$ cat config.mk
export PLATFORM = sky130hd
export DESIGN_NAME = fp_normalize
export DESIGN_NICKNAME = d
export VERILOG_FILES = /design/src/rtl/fp16_pkg.sv /design/src/rtl/fp_normalize.sv
export SDC_FILE = /design/constraint.sdc
export NUM_CORES = 1
export LEC_CHECK = 0
export CAP_MARGIN = 20
export CORE_MARGIN = 5
export CORE_UTILIZATION = 35
export CTS_BUF_LIST = sky130_fd_sc_hd__clkbuf_8 sky130_fd_sc_hd__clkbuf_16
export DETAILED_ROUTE_END_ITERATION = 7
export PLACE_DENSITY = 0.69
export SLEW_MARGIN = 15
export SYNTH_ARGS = -nofsm -noshare
export SYNTH_HDL_FRONTEND = slang
export SYNTH_SLANG_ARGS = --single-unit
$ cat constraint.sdc
create_clock -name clk -period 3.8 [get_ports clk]
set_clock_uncertainty 0.2 [all_clocks]
set_input_delay 0.57 -clock clk [delete_from_list [all_inputs] [get_ports clk]]
set_output_delay 0.57 -clock clk [all_outputs]
set_load 0.05 [all_outputs]
$ cat src/rtl/fp16_pkg.sv
// Shared constants and types for the fp16 add/sub datapath.
// Widths here describe the extended mantissa format handed to rounding.
package fp16_pkg;

    localparam int EXPONENT = 5;
    localparam int MANTISSA = 10;
    localparam int DWIDTH   = 16;

    // Extended mantissa: hidden bit, 10 fraction bits, guard, round, 3 sticky.
    localparam int EXT_MW  = 16;
    localparam int EXP_MAX = 31;

    typedef enum logic [1:0] {
        IDLE = 2'd0,
        NORM = 2'd1,
        DONE = 2'd2
    } norm_state_e;

endpackage : fp16_pkg

$ cat src/rtl/fp_normalize.sv
// Iterative post-add normaliser: one left shift per cycle until the hidden bit
// reaches MW-1 or the exponent floor is hit; carry-out is handled at capture.
module fp_normalize
    import fp16_pkg::*;
#(
    parameter int MW = EXT_MW,
    parameter int EW = EXPONENT
) (
    input  logic          clk,
    input  logic          resetn,
    input  logic          in_valid,
    output logic          in_ready,
    input  logic          in_s,
    input  logic [MW:0]   in_m,
    input  logic [EW-1:0] in_e,
    output logic          out_valid,
    input  logic          out_ready,
    output logic          out_s,
    output logic [MW-1:0] a_m_shift,
    output logic [EW-1:0] z_e,
    output logic          out_zero,
    output logic          out_ovf
);

    localparam logic [EW-1:0] E_MAX = {EW{1'b1}};
    localparam logic [EW-1:0] E_ONE = EW'(1);

    norm_state_e   state_q, state_d;
    logic [MW-1:0] m_q, m_d;
    logic [EW-1:0] e_q, e_d;
    logic [EW-1:0] z_e_q, z_e_d;
    logic          s_q, s_d;
    logic          zero_q, zero_d;
    logic          ovf_q, ovf_d;

    logic [EW:0]   e_inc;
    logic [MW-1:0] m_shl;
    logic [EW-1:0] e_dec;

    always_comb begin
        // NOTE: every signal gets a default first so no path through the case leaves it unassigned (no latches).
        state_d = state_q;
        m_d     = m_q;
        e_d     = e_q;
        z_e_d   = z_e_q;
        s_d     = s_q;
        zero_d  = zero_q;
        ovf_d   = ovf_q;

        // One bit wider than the exponent so the carry increment cannot wrap.
        e_inc = {1'b0, in_e} + {{EW{1'b0}}, 1'b1};
        m_shl = {m_q[MW-2:0], 1'b0};
        e_dec = (e_q > E_ONE) ? (e_q - E_ONE) : e_q;

        case (state_q)
            IDLE: begin
                if (in_valid) begin
                    s_d    = in_s;
                    zero_d = 1'b0;
                    ovf_d  = 1'b0;
                    if (in_m == '0) begin
                        m_d     = '0;
                        z_e_d   = '0;
                        zero_d  = 1'b1;
                        state_d = DONE;
                    end else if (in_m[MW]) begin
                        if (e_inc >= {1'b0, E_MAX}) begin
                            ovf_d = 1'b1;
                            z_e_d = E_MAX;
                            m_d   = '0;
                        end else begin
                            // The bit shifted out folds into the sticky position.
                            m_d   = {in_m[MW:2], in_m[1] | in_m[0]};
                            z_e_d = e_inc[EW-1:0];
                        end
                        state_d = DONE;
                    end else if (in_m[MW-1]) begin
                        m_d     = in_m[MW-1:0];
                        z_e_d   = in_e;
                        state_d = DONE;
                    end else if (in_e <= E_ONE) begin
                        m_d     = in_m[MW-1:0];
                        z_e_d   = '0;
                        state_d = DONE;
                    end else begin
                        m_d     = in_m[MW-1:0];
                        e_d     = in_e;
                        state_d = NORM;
                    end
                end
            end

            NORM: begin
                m_d = m_shl;
                e_d = e_dec;
                if (m_shl[MW-1]) begin
                    z_e_d   = e_dec;
                    state_d = DONE;
                end else if (e_dec == E_ONE) begin
                    // Floor reached before the hidden bit: deliver as subnormal.
                    z_e_d   = '0;
                    state_d = DONE;
                end
            end

            DONE: begin
                if (out_ready) begin
                    state_d = IDLE;
                end
            end

            default: begin
                state_d = IDLE;
            end
        endcase
    end

    // NOTE: the whole datapath is small, so every register is async-reset to give all-zero outputs immediately.
    always_ff @(posedge clk or negedge resetn) begin
        if (!resetn) begin
            state_q <= IDLE;
            m_q     <= '0;
            e_q     <= '0;
            z_e_q   <= '0;
            s_q     <= 1'b0;
            zero_q  <= 1'b0;
            ovf_q   <= 1'b0;
        end else begin
            // NOTE: non-blocking assignments so every register samples the pre-edge values.
            state_q <= state_d;
            m_q     <= m_d;
            e_q     <= e_d;
            z_e_q   <= z_e_d;
            s_q     <= s_d;
            zero_q  <= zero_d;
            ovf_q   <= ovf_d;
        end
    end

    assign in_ready  = (state_q == IDLE);
    assign out_valid = (state_q == DONE);
    assign out_s     = s_q;
    assign a_m_shift = m_q;
    assign z_e       = z_e_q;
    assign out_zero  = zero_q;
    assign out_ovf   = ovf_q;

endmodule : fp_normalize

==> metrics.cfg, run 1 <==
[cts]
clock-sinks=31
path_clk_slew_ns=0.07
post_cts_resized=0
cts_tree=built
clkLatencyLatePin_ns=0.29
numCtsBuffers=5
root_buffer=clkbuf_8
clk_path_buf_depth=2
htree_levels=2
post_cts_buffers=0
ctsHoldBuffers=0

[logic_synthesis]
yosysSeqAreaShare_pct=38.06
async_reset_ff_share_pct=100.0
syn_inst=222
synth.net_count=254
synth-simple-area-share_pct=14.98
ys_types=54
synth-compound-area-share_pct=28.24
synth_xor_area_share_pct=1.289
yosys.area_share.adder_pct=3.069
synth_mux_area_share_pct=9.699
syn-mean-instance-area_um2=9.181
synth_top_family_by_area=compound AO/OA/AOI/OAI gates
syn-cell-area_mm2=0.002038
ys.flop_type=dfrtp_1
synth_edf_count=0
yosys_warnings=0
synth-seq-cells=31

[worst_setup_path]
rrSetupSlack_ns=1.43
crit_end=e_q[4]
reg2reg_to=z_e[3]
worstReg2RegStart=e_q[0]
critPathMaxFanout=6
cp.arrival_ns=2.77
endpoint_kind=flip-flop
critPathLaunchType=primary input
worst_r2r_path_depth=7
critPathKind=primary input to flip-flop
critPathRequiredTime_ns=3.78
crit_path_start=in_e[1]

[placement]
place_ws_ns=0.7068
globalplace.congestion=0.8267
io_buffers=52
hpwl_mm=4.309

[final_layout]
drive_gt1_share_pct=10.99
seq_area_um2=775.7
final_common_cell=clkdlybuf4s50_1
multi_input_area_mm2=0.001167
area_growth_syn_to_layout_pct=32.90
fin_nets=305
diodes=0
final_cell_mix=52 x clkdlybuf4s50_1, 31 x dfrtp_1, 23 x nor2_1
fillerInstances=548

[routing]
wl_per_cell_um=17.13
via_per_inst=5.504
ant_nets=0
drt_iter0_drc=129
num_vias=1899
post-route-drc-count=0
routed_wl_mm=5.911
drt_pass1_iterations=4

[floorplan]
rows=27
die_h_um=86.31
coreArea_mm2=0.005574
ios=53
die_w_um=86.31
initial_utilization_pct=36.57
die-area_mm2=0.007449

[grt]
gr-total-overflow=0
grt_start_max_net_pins=32
grt_pass1_wl_mm=9.604
track_usage_pct=16.17
grt_pass1_vias=1900
antenna_found_initial=0

[sta]
post-route-period-util_pct=73.68
max_freq_mhz=357.2
drv_slew=0
rsz0062_at_grt=false
fin_ws_ns=1.000
tns_ns=0
finalHoldViolCount=0
timing.hold.ws_ns=0.2850
layout_min_cycle_time_ns=2.800
setup_viol=0
tightest_slew_ns=0.6387
slew-limit-headroom_pct=56.97

[power_and_ir_drop]
clkPwrFrac_pct=11.0
p_leak_uw=0.001124
cellPowerDensity_mw_per_mm2=907.5
power_frac_comb_pct=61.8
ir_worst_vdd_v=0.0006366
switching_power_uw=1250
power.total_uw=2458
pwr-share-seq_pct=27.2
switching_share_pct=50.85
p_int_uw=1208

[flow_run]
maxCapViolations=0

[hold_path]
hold_path_class=flip-flop to flip-flop
hold_depth=2

[outcome]
status=finished clean

[power by group through the flow]
stage / clock [uW] / combinational [uW] / sequential, uW
final: 270 / 1520 / 668
after global placement: 0 / 1510 / 672
after detailed placement: 0 / 1520 / 673
after global routing: 288 / 1630 / 696
after CTS: 274 / 1530 / 669
after floorplan: 0 / 651 / 1060
[flip-flops by register name, summed over array words and instances, names as in the netlist]
register and cells:
a_m_shift 16, out_zero 1, out_ovf 1, out_s 1
state_q 2, z_e 5, e_q 5
[per-stage QoR]
step	cell area, um^2	util, %	instances
after floorplan	2038	-	222
after global placement	2621	47.03	338
after detailed placement	2621	47.03	338
after CTS	2709	48.60	345
after global routing	2709	48.60	345
final	2709	48.60	345
[cell usage after synthesis (all sizes together), types with 3 or more instances]
master | n | share of area (%)
inv | 8 | 1.5
mux2i | 13 | 6.4
ha | 5 | 3.1
buf | 7 | 2.0
dfrtp | 31 | 38
a21oi | 23 | 5.8
a31o | 3 | 2.1
nor4 | 5 | 1.5
nor2b | 5 | 1.5
o211ai | 3 | 1.1
a31oi | 4 | 1.2
nand3 | 3 | 0.74
nand2b | 3 | 0.92
clkbuf | 6 | 1.2
o22ai | 16 | 4.9
mux2 | 5 | 3.3
nor2 | 24 | 4.5
a211oi | 3 | 1.1
a2bb2oi | 3 | 1.6
nor3 | 3 | 1.3
o21ai | 9 | 2.4
nand2 | 14 | 2.6
[cells by family (layout without fill, tap and decap cells)]
group,after synthesis,in the layout
xor+xnor,3,3
fa+ha+maj,5,5
compound gates,82,82
buf+inv,21,72
simple gates,62,62
flops,31,31
mux,18,18
[routing by layer]
layer / global-route usage (%) / share of wire [%] / vias up
met4: 5.949 / 0.66 / 0
met1: 21.27 / 45 / 915
li1: - / - / 926
met5: 0 / 0 / -
met2: 26.00 / 48 / 54
met3: 3.612 / 6.2 / 4
[critical path, stage by stage]
cell and delay, ns:
clkdlybuf4s50_1 0.58, inv_1 0.12, ha_1 0.20, o21bai_1 0.17, a211oi_1 0.29, nand2_1 0.19, a21oi_2 0.29, mux2_2 0.37
[final cells by class]
| type | instances | area share (%) |
|---|---|---|
| Clock buffer | 6 | 3.048 |
| Clock inverter | 1 | 0.1848 |
| Inverter | 8 | 1.109 |
| Multi-Input combinational cell | 170 | 43.09 |
| Sequential cell | 31 | 28.64 |
| Tap cell | 72 | 3.326 |
| Timing Repair Buffer | 57 | 20.60 |
[how the worst min path moves through the flow]
stage | from | endpoint | slack [ns]
6_report | out_s | out_s | 0.28
5_1_grt | a_m_shift[15] | a_m_shift[15] | 0.33
4_1_cts | out_s | out_s | 0.29
3_5_place_dp | out_s | out_s | 0.28
3_3_place_gp | out_s | out_s | 0.26
2_1_floorplan | resetn | a_m_shift[0] | 0.07
No activity file was read; power rests on OpenSTA's default activity.
==> run 2: changes to the inputs <==
==> constraint.sdc (replaced) <==
create_clock -name clk -period 2.7 [get_ports clk]
set_clock_uncertainty 0.2 [all_clocks]
set_input_delay 0.405 -clock clk [delete_from_list [all_inputs] [get_ports clk]]
set_output_delay 0.405 -clock clk [all_outputs]
set_load 0.05 [all_outputs]
==> metrics.cfg, run 2 (synthesis results as in run 1) <==
[outcome]
status=finished clean

[cts]
post_cts_resized=0
post_cts_buffers=0
numCtsBuffers=5
clock-sinks=31
root_buffer=clkbuf_8
cts_tree=built
clkLatencyLatePin_ns=0.28
htree_levels=2
path_clk_slew_ns=0.06
clk_path_buf_depth=2
ctsHoldBuffers=0

[routing]
post-route-drc-count=0
drt_iter0_drc=162
drt_pass1_iterations=4
wl_per_cell_um=16.64
via_per_inst=5.588
routed_wl_mm=5.974
num_vias=2006
ant_nets=0

[final_layout]
diodes=0
final_cell_mix=52 x clkdlybuf4s50_1, 31 x dfrtp_1, 23 x nor2_1
fin_area_mm2=0.002826
largest_reg_flops=16
fin_nets=319
final_cells=359
fin_util_pct=50.71
area_growth_syn_to_layout_pct=38.67
final_common_cell=clkdlybuf4s50_1
drive_gt1_share_pct=15.33

[worst_setup_path]
worst_r2r_path_depth=7
critPathRequiredTime_ns=2.10
crit_slowest_cell=clkdlybuf4s50_1
critPathKind=flip-flop to output pin
critPathLaunchType=flip-flop
reg2reg_to=z_e[3]
worstPathCellList=nor2_2, clkdlybuf4s50_1
critPathMaxFanout=6
cpPeakStageDelay_ns=0.86
rrSetupSlack_ns=0.38
worstReg2RegStart=e_q[0]
endpoint_kind=output pin
cp.arrival_ns=1.82

[placement]
io_buffers=52
globalplace.congestion=0.8974
hpwl_mm=4.581
place_inst=352
dpl-instance-area_mm2=0.002739

[grt]
grt_pass1_vias=2014
track_usage_pct=16.76
grt_pass1_wl_mm=10.01
gr-total-overflow=0
antenna_found_initial=0
grt_start_max_net_pins=32

[sta]
tns_ns=0
post-route-period-util_pct=89.72
max_freq_mhz=412.8
slew-limit-headroom_pct=61.54
rsz0062_at_grt=false
setup_viol=0
finalHoldViolCount=0
drv_slew=0
timing.hold.ws_ns=0.2911
tightest_slew_ns=0.5758
layout_min_cycle_time_ns=2.422

[floorplan]
die-area_mm2=0.007449
coreArea_mm2=0.005574
die_w_um=86.31
die_h_um=86.31
ios=53
rows=27
initial_utilization_pct=36.57

[hold_path]
holdPathEnd=out_zero
hp-start=out_zero
hold_path_class=flip-flop to flip-flop
hold_depth=1

[power_and_ir_drop]
p_leak_uw=0.001196
ir_worst_vdd_v=0.0006549
cellPowerDensity_mw_per_mm2=1243

[flow_run]
maxCapViolations=0

-- run 2: changes by cell type in the layout (fill, tap and decap cells not counted), sizes merged --
cell,change
buf,+14
-- run 2: area by class of cell --
cell class | instances | area [um^2]
Inverter | 8 | 30.03
Multi-Input combinational cell | 170 | 1167
Timing Repair Buffer | 71 | 675.6
Fill cell | 532 | 2748
Clock buffer | 6 | 82.58
Clock inverter | 1 | 5.005
Tap cell | 72 | 90.09
Sequential cell | 31 | 775.7
-- run 2: worst max path at each step --
| stage | from | end | slack, ns | cells past startpoint |
|---|---|---|---|---|
| global route | state_q[0] | in_ready | 0.20 | 2 |
| detailed placement | in_e[1] | a_m_shift[15] | 0.04 | 8 |
| floorplan | state_q[0] | z_e[0] | 0.42 | 5 |
| finish | state_q[0] | in_ready | 0.28 | 2 |
| global placement | in_e[0] | a_m_shift[15] | 0.11 | 8 |
| CTS | state_q[0] | in_ready | 0.25 | 2 |
-- run 2: critical path, delay by kind of cell, from the launching register on --
kind | cells | cell delay, ns
simple gates | 1 | 0.27
buf+inv | 1 | 0.86
flops | 1 | 0.41
-- run 2: power breakdown --
part | total [uW] | switching [uW] | internal (uW)
registers | 944 | 248 | 696
logic | 2200 | 1340 | 857
clock network | 369 | 170 | 200
-- run 2: layer usage --
| metal | vias up | wire length (um) | global-route usage [%] |
|---|---|---|---|
| met3 | 10 | 382 | 3.992 |
| met1 | 971 | 2597 | 22.55 |
| met2 | 64 | 2905 | 26.91 |
| li1 | 961 | - | - |
| met4 | 0 | 89 | 4.674 |
| met5 | - | 0 | 0 |
-- run 2: per-stage QoR --
step,setup WS (ns),power [uW]
2_1_floorplan,0.4181,2404
3_3_place_gp,0.1138,3125
3_5_place_dp,0.03724,3152
4_1_cts,0.2525,3537
5_1_grt,0.1951,3743
6_report,0.2776,3513
